[src/rtl/fetch_pkg.sv]
// rtl/fetch_pkg.sv - shared types and constants for the fetch stage
package fetch_pkg;

  typedef enum logic {
    REQ   = 1'b0,
    ISSUE = 1'b1
  } fetch_state_e;

  localparam logic [63:0] INST_BYTES    = 64'd4;
  localparam logic [63:0] PC_ALIGN_MASK = ~64'h3;

endpackage

[src/rtl/next_pc_calc.sv]
// rtl/next_pc_calc.sv - combinational branch resolution and next-PC selection
module next_pc_calc
  import fetch_pkg::*;
(
  input  logic [63:0] pc_i,
  input  logic [63:0] branch_offset_i,
  input  logic        uncond_branch_i,
  input  logic        branch_i,
  input  logic        zero_i,
  output logic [63:0] next_pc_o
);

  logic        taken;
  logic [63:0] target;

  assign taken  = uncond_branch_i | (branch_i & zero_i);
  // Both adds wrap modulo 2^64; the low bits are cleared so a bad offset cannot misalign fetch.
  assign target = taken ? (pc_i + branch_offset_i) : (pc_i + INST_BYTES);
  assign next_pc_o = target & PC_ALIGN_MASK;

endmodule

[src/rtl/fetch_sequencer.sv]
// rtl/fetch_sequencer.sv - PC register and imem/decode handshakes; FETCH_TIMEOUT_EN adds a fetch watchdog
module fetch_sequencer
  import fetch_pkg::*;
#(
  parameter logic [63:0] RESET_PC       = 64'h0,
  parameter int unsigned TIMEOUT_CYCLES = 16
) (
  input  logic        CLK,
  input  logic        Reset,
  output logic        imem_req,
  output logic [63:0] imem_addr,
  input  logic        imem_ack,
  input  logic [31:0] imem_rdata,
  output logic        inst_valid,
  input  logic        inst_ready,
  output logic [31:0] Instruction,
  output logic [63:0] CurPC,
  input  logic [63:0] BranchOffset,
  input  logic        UncondBranch,
  input  logic        Branch,
  input  logic        Zero,
  output logic        fetch_fault
);

  fetch_state_e state_q, state_d;
  logic [63:0]  pc_q, pc_d, cur_pc_q, next_pc;
  logic [31:0]  inst_q;
  logic         capture, advance;

  assign capture = (state_q == REQ) & imem_ack;
  assign advance = (state_q == ISSUE) & inst_ready;

  next_pc_calc u_next_pc (
    .pc_i            (pc_q),
    .branch_offset_i (BranchOffset),
    .uncond_branch_i (UncondBranch),
    .branch_i        (Branch),
    .zero_i          (Zero),
    .next_pc_o       (next_pc)
  );

  always_ff @(posedge CLK) begin
    if (Reset) state_q <= REQ;
    else       state_q <= state_d;
  end

  always_comb begin
    state_d = state_q;
    case (state_q)
      REQ:     if (imem_ack)   state_d = ISSUE;
      ISSUE:   if (inst_ready) state_d = REQ;
      default: state_d = REQ;
    endcase
  end

  // Handshake outputs are gated by Reset so nothing leaks out during the reset cycle.
  always_comb begin
    imem_req   = 1'b0;
    inst_valid = 1'b0;
    if (!Reset) begin
      imem_req   = (state_q == REQ);
      inst_valid = (state_q == ISSUE);
    end
  end

  assign pc_d = advance ? next_pc : pc_q;

  always_ff @(posedge CLK) begin
    if (Reset) begin
      pc_q     <= RESET_PC;
      inst_q   <= 32'h0;
      cur_pc_q <= RESET_PC;
    end else begin
      pc_q <= pc_d;
      if (capture) begin
        inst_q   <= imem_rdata;
        cur_pc_q <= pc_q;
      end
    end
  end

  assign imem_addr   = pc_q;
  assign Instruction = inst_q;
  assign CurPC       = cur_pc_q;

`ifdef FETCH_TIMEOUT_EN
  localparam int unsigned CNT_W = $clog2(TIMEOUT_CYCLES + 1);

  logic [CNT_W-1:0] wait_cnt_q, wait_cnt_d;
  logic             fault_q, fault_d;

  always_comb begin
    wait_cnt_d = '0;
    fault_d    = fault_q;
    if ((state_q == REQ) && !imem_ack) begin
      if (wait_cnt_q == CNT_W'(TIMEOUT_CYCLES - 1)) fault_d = 1'b1;
      else                                          wait_cnt_d = wait_cnt_q + CNT_W'(1);
    end
  end

  always_ff @(posedge CLK) begin
    if (Reset) begin
      wait_cnt_q <= '0;
      fault_q    <= 1'b0;
    end else begin
      wait_cnt_q <= wait_cnt_d;
      fault_q    <= fault_d;
    end
  end

  assign fetch_fault = fault_q;
`else
  assign fetch_fault = (TIMEOUT_CYCLES == 0) && 1'b0;
`endif

endmodule
[config.mk]
export PLATFORM = sky130hd
export DESIGN_NAME = fetch_sequencer
export DESIGN_NICKNAME = d
export VERILOG_FILES = /design/src/rtl/fetch_pkg.sv /design/src/rtl/next_pc_calc.sv /design/src/rtl/fetch_sequencer.sv
export SDC_FILE = /design/constraint.sdc
export NUM_CORES = 1
export LEC_CHECK = 0
export BUFFER_PORTS_ARGS = -buffer_cell sky130_fd_sc_hd__buf_4
export CAP_MARGIN = 10
export CORE_MARGIN = 2
export CORE_UTILIZATION = 55
export CTS_BUF_LIST = sky130_fd_sc_hd__clkbuf_4
export DETAILED_ROUTE_END_ITERATION = 7
export PLACE_DENSITY = 0.84
export SETUP_SLACK_MARGIN = 0.1
export SLEW_MARGIN = 10
export SYNTH_ARGS = -nofsm -noshare
export SYNTH_HDL_FRONTEND = slang
export SYNTH_SLANG_ARGS = --single-unit
[constraint.sdc]
create_clock -name CLK -period 7.48 [get_ports CLK]
set_input_delay 0.748 -clock CLK [delete_from_list [all_inputs] [get_ports CLK]]
set_output_delay 0.748 -clock CLK [all_outputs]
set_load 0.01 [all_outputs]
==> reports/metrics.cfg, run 1 <==
[die]
dieArea_um2 = 18000
io_pins = 266
core_area_um2 = 16600
die_x_um = 134
die_y_um = 134
num_rows = 47
start_util_pct = 56.3

[setup_path]
start_kind = primary input
cp_data_arrival_time_ns = 4.84
worstSetupEndpointType = flip-flop
crit_required_ns = 8.02
crit_fanout = 36
crit_type = in2reg

[pwr]
combPwrFrac_pct = 20.0
power_density_nw_per_um2 = 154
swShare_pct = 34.2
p_leak_nw = 5.12
seq_power_share_pct = 49.7
power_frac_clock_pct = 30.2
power.switching_mw = 0.609
ir_drop_v = 0.0000996
p_int_mw = 1.17

[final_layout]
syn2layout_area_growth_pct = 24.0
drive_gt1_share_pct = 20.3
final_nets = 1642
fin_util_pct = 69.8
final_cells = 1711
nFillCells = 1428

[yosys]
async_reset_ff_share_pct = 0
synth_area_leader_cell = dfxtp_1
synth_edf_count = 0
synth_warnings = 0
synth_ff_type = dfxtp_1
ys_seq_area_share_pct = 33.7
syn_inst = 1275
synth_top_area_share_pct = 33.7
syn_area_per_cell_um2 = 7.32
netlist_area_um2 = 9330
synth_area_leaders = dfxtp_1 (34%), nand2_1 (13%), a21oi_1 (11%), ha_1 (8.2%), and2_1 (4.3%)
ys_ff_latch = 157
ys_types = 55

[route]
drt_first_pass_iters = 5
wl_per_cell_um = 15.7
wirelength_um = 26800
drtIter0Drc = 712
detailroute.via_count = 9523
drc_errors = 0
vias_per_cell = 5.57
drtAntennaViolNets = 0

[sta]
slew_headroom_pct = 26.7
maxClockFrequency_mhz = 232
hold_viol_final = 0
fin_skew_ns = 0.0206
fin_crit_ns = 4.30
period_share_pct = 57.5
rsz0062_at_grt = no
worst_slack_ns = 3.18
fin_tns_setup_ns = 0
timing.hold.ws_ns = 0.367
drv_slew = 0
setup_violations = 0
worstMarginPinSlew_ns = 1.10

[worst_hold_path]
hold_path_class = in2reg

[placed_design]
port_buffers = 258
dp_hpwl_um = 19600
dp.cells = 1678
gp_congestion = 0.934
preCtsSetupSlack_ns = 2.72

[clock_network]
path_clk_slew_ns = 0.16
cts-resized-gates = 0
root_buffer = clkbuf_4
cts_setup_buffers = 0
cts_max_path_buffers = 2
cts_hold_buffers = 0
ctsHtreeMaxLevel = 4
cts_tree = done
clk_latency_ns = 0.60
cts_buffers = 17
cts_sinks = 157

[grt]
grt_pass1_vias = 9004
grt_antenna_before_repair = 1
grt_use_total_pct = 29.1
grt_pass1_wl_um = 43400
grt_overflow = 0
grt_max_degree = 96

[status]
outcome = completed

[job]
max_cap_violations = 0

==> worst max-delay path, cell delays in order <==
cell      delay, ns
buf_4          0.07
a21o_1         0.83
buf_4          0.40
and2_1         0.16
ha_1           0.32
a21oi_1        0.26
o21ai_0        0.23
nor4_1         0.35
o21ai_1        0.12
o21ai_1        0.49
o21ai_1        0.14
a211oi_1       0.30
xnor2_1        0.17
nand2_1        0.07
a21oi_1        0.16
==> final cells by class <==
class | instances | area [um^2] | share of cell area, %
Clock buffer | 17 | 128 | 1.10
Inverter | 20 | 75.1 | 0.649
Timing Repair Buffer | 264 | 1980 | 17.1
Antenna cell | 1 | 2.50 | 0.0216
Multi-Input combinational cell | 1017 | 5800 | 50.1
Sequential cell | 157 | 3140 | 27.2
Tap cell | 220 | 275 | 2.38
Clock inverter | 15 | 166 | 1.44
==> synth_stat cells, types with 2 or more instances <==
library cell    n
nand2_1       317
a21oi_1       212
dfxtp_1       157
clkbuf_1       69
and2_1         64
ha_1           61
nor2_1         48
a21o_1         39
xnor2_1        33
o21ai_0        31
o21ai_1        28
nand4_1        25
inv_1          20
xor2_1         20
o21bai_1       19
nand3_1        15
o21a_1         14
a211oi_1        9
buf_1           8
nand2b_1        8
a31oi_1         7
nor3_1          7
nor2b_1         6
buf_4           5
o2111ai_1       5
or3_1           5
o211ai_1        4
buf_2           3
o31ai_1         3
or4_1           3
a41oi_1         2
nand3b_1        2
nor4_1          2
o21ai_2         2
or2_1           2
==> state kept, by name (all words and copies together), names as in the netlist <==
| signal | count |
|---|---|
| CurPC | 62 |
| imem_addr | 62 |
| Instruction | 32 |
| state_q | 1 |
==> cells in the final DEF (no fill, tap or decap), types with 5 or more instances in the layout <==
| cell | Yosys | final |
|---|---|---|
| a21o_1 | 39 | 39 |
| o21ai_1 | 28 | 28 |
| nand2b_1 | 8 | 7 |
| and2_1 | 64 | 64 |
| clkbuf_4 | 0 | 17 |
| dfxtp_1 | 157 | 157 |
| inv_8 | 0 | 6 |
| a21oi_1 | 212 | 212 |
| o21a_1 | 14 | 14 |
| ha_1 | 61 | 61 |
| nor2b_1 | 6 | 5 |
| nand3_1 | 15 | 15 |
| nor3_1 | 7 | 7 |
| o2111ai_1 | 5 | 5 |
| a211oi_1 | 9 | 9 |
| xnor2_1 | 33 | 33 |
| conb_1 | 1 | 5 |
| inv_1 | 20 | 20 |
| nand2_1 | 317 | 317 |
| nand4_1 | 25 | 25 |
| o21bai_1 | 19 | 19 |
| or3_1 | 5 | 5 |
| buf_4 | 5 | 264 |
| xor2_1 | 20 | 20 |
| a31oi_1 | 7 | 7 |
| nor2_1 | 48 | 48 |
| o21ai_0 | 31 | 31 |
==> per-layer routing <==
metal	part of all wire, %	routed length, um	up-vias	track usage [%]
met4	2.0	543	0	8.71
met2	49	13100	337	51.3
met1	43	11500	4371	36.4
met5	0	0	-	0
met3	5.8	1560	47	4.80
li1	-	-	4768	-
==> worst paths after layout <==
kind / start / slack (ns) / end / cells past startpoint
max reg2reg: imem_addr[2] / 4.13 / imem_addr[60] / 13
min: imem_rdata[13] / 0.37 / Instruction[13] / 3
min reg2reg: CurPC[56] / 0.46 / CurPC[56] / 2
max: Branch / 3.18 / imem_addr[59] / 15
==> cells by family (layout without fill, tap and decap cells) <==
logic type	count (synthesis)	in the layout	share of synthesized area, %
xor+xnor	53	53	4.97
compound gates	390	390	24.4
mux	1	1	0.107
other cells	1	6	0.0402
fa+ha+maj	62	62	8.39
simple gates	506	506	23.9
buf+inv	105	316	4.46
flops	157	157	33.7
==> stage by stage <==
step	instance area (um^2)	power (mW)
floorplan	9350	1.12
global placement	11300	1.25
detailed placement	11300	1.26
CTS	11600	1.79
global route	11600	1.86
finish	11600	1.78
==> power by group through the flow <==
| stage | combinational [mW] | sequential, mW | clock (mW) |
|---|---|---|---|
| after floorplan | 0.214 | 0.911 | 0 |
| after global placement | 0.346 | 0.902 | 0 |
| after detailed placement | 0.353 | 0.904 | 0 |
| after CTS | 0.355 | 0.885 | 0.545 |
| after global routing | 0.393 | 0.890 | 0.576 |
| final | 0.357 | 0.886 | 0.538 |
Note: power is estimated with default switching activity, not from simulation.
==> inputs of run 2 (changes only) <==
Settings changed: CORE_UTILIZATION 55 to 49, PLACE_DENSITY 0.84 to 0.79.
Clock period 7.48 ns to 3.6 ns, I/O delays scaled along.
==> run 2 against run 1 <==
Against the previous run:
- die area increased by 12%
- cell count increased by 4.3%
- sequential share of layout area decreased by 1.3 points
- non-clock buffer count increased by 59
- critical path type is now reg2reg
==> reports/metrics.cfg, run 2 (synthesized netlist as in run 1, its figures left out) <==
[status]
outcome = completed

[final_layout]
final_nets = 1701
syn2layout_area_growth_pct = 30.2
nFillCells = 1657
register_area_um2 = 3140
final_cell_mix = nand2_1 (317), buf_4 (291), a21oi_1 (212), dfxtp_1 (157), and2_1 (64)
final_cells = 1784
final_common_cell = nand2_1
multi_input_area_um2 = 5800
drive_gt1_share_pct = 21.4
fin_util_pct = 64.9

[placed_design]
dp.cells = 1720
dp_hpwl_um = 20300
port_buffers = 258
gp_congestion = 0.919

[clock_network]
clk_latency_ns = 0.60
ctsHtreeMaxLevel = 4
cts_sinks = 157
cts-resized-gates = 0
cts_buffers = 17
root_buffer = clkbuf_4
path_clk_slew_ns = 0.17
cts_max_path_buffers = 2
cts_tree = done
cts_setup_buffers = 0
cts_hold_buffers = 31

[grt]
grt_antenna_before_repair = 1
grt_max_degree = 96
grt_pass1_vias = 9169
grt_overflow = 0
grt_pass1_wl_um = 44800
grt_use_total_pct = 27.3

[setup_path]
critPathBufInv = 1
r2r-start = imem_addr[2]
crit_required_ns = 4.08
crit_chain = ha_1 -> inv_1 -> fa_1 -> nor2b_1 -> o211ai_1 -> a31o_1 -> a22oi_2 -> a31oi_2 -> o21ai_2 -> a211oi_1 -> o21ai_1 -> xnor2_1 -> o21ai_1
critPathTopFamily = compound AO/OA/AOI/OAI gates
crit_type = reg2reg
start_kind = flip-flop
worstSetupEndpointType = flip-flop
path_depth = 13
critical-path-max-stage-delay_ns = 0.42
crit_fanout = 4
cp_data_arrival_time_ns = 3.51
crit_top_cell = o21ai_1
worstRegToRegCells = 13
setup.worst_path.start = imem_addr[2]
slowest_stage = dfxtp_1

[sta]
fin_crit_ns = 3.03
setup_violations = 0
period_share_pct = 84.1
hold_viol_final = 0
fin_skew_ns = 0.0341
drv_slew = 0
slew_headroom_pct = 29.1
fin_tns_setup_ns = 0
maxClockFrequency_mhz = 330
rsz0062_at_grt = no
timing.hold.ws_ns = 0.0556
worstMarginPinSlew_ns = 1.06

[pwr]
p_leak_nw = 5.41
power_density_nw_per_um2 = 316
ir_drop_v = 0.000178

[die]
dieArea_um2 = 20200
start_util_pct = 49.9
die_y_um = 142
die_x_um = 142
num_rows = 50
core_area_um2 = 18700
io_pins = 266

[job]
max_cap_violations = 0

[route]
wirelength_um = 28200
drc_errors = 0
wl_per_cell_um = 15.8
vias_per_cell = 5.46
drtAntennaViolNets = 0
detailroute.via_count = 9743
drt_first_pass_iters = 5
drtIter0Drc = 731

[worst_hold_path]
hold_path_class = in2reg
hold_path_depth = 3
min_from = inst_ready

## run 2: cell types whose count changed in the layout (fill, tap and decap cells not counted)
cell,previous run,this run
buf_12,0,1
buf_4,264,291
bufinv_16,0,1
clkinv_4,3,1
clkinvlp_4,2,1
dlygate4sd3_1,0,31
inv_6,1,3
## run 2: per-stage QoR
step	cell area (um^2)	setup slack, ns	power (mW)
finish	12100	0.571	3.84
global placement	11500	0.0720	2.63
CTS	12100	0.591	3.87
detailed placement	11500	0.0351	2.65
floorplan	9350	0.434	2.34
global route	12100	0.357	4.02
## run 2: layer usage
| metal | GRT usage [%] | vias up | share of wire, % |
|---|---|---|---|
| met5 | 0 | - | 0 |
| met4 | 7.89 | 0 | 1.9 |
| met3 | 4.64 | 41 | 5.2 |
| met2 | 48.2 | 284 | 49 |
| met1 | 34.1 | 4530 | 44 |
| li1 | - | 4888 | - |
## run 2: path summary, 6_finish.rpt
kind              slack (ns)            end
setup / recovery        0.57  imem_addr[60]
hold / removal          0.06        state_q
hold reg to reg         0.47      CurPC[32]
setup reg to reg        0.57  imem_addr[60]
## run 2: cell type report
class	count	share of cell area, %
multi-input cells	1017	47.8
flip-flops and latches	157	25.9
repair buffers	323	20.7
well taps	234	2.41
clock inverters	15	1.56
clock buffers	17	1.05
inverters	20	0.618
diodes	1	0.0206
## run 2: power breakdown
group	switching, mW	internal (mW)
Sequential	0.0477	1.79
Combinational	0.441	0.364
Clock	0.801	0.394
## run 2: worst register-to-register path, delay by kind of cell, from the launching register on
family                     cells  cell delay (ns)
buffers and inverters          1             0.06
and+or+nand+nor                1             0.18
xor gates and xnor gates       1             0.14
DFF                            1             0.42
adders and majority gates      2             0.57
AOI/OAI and AO/OA              8             1.54
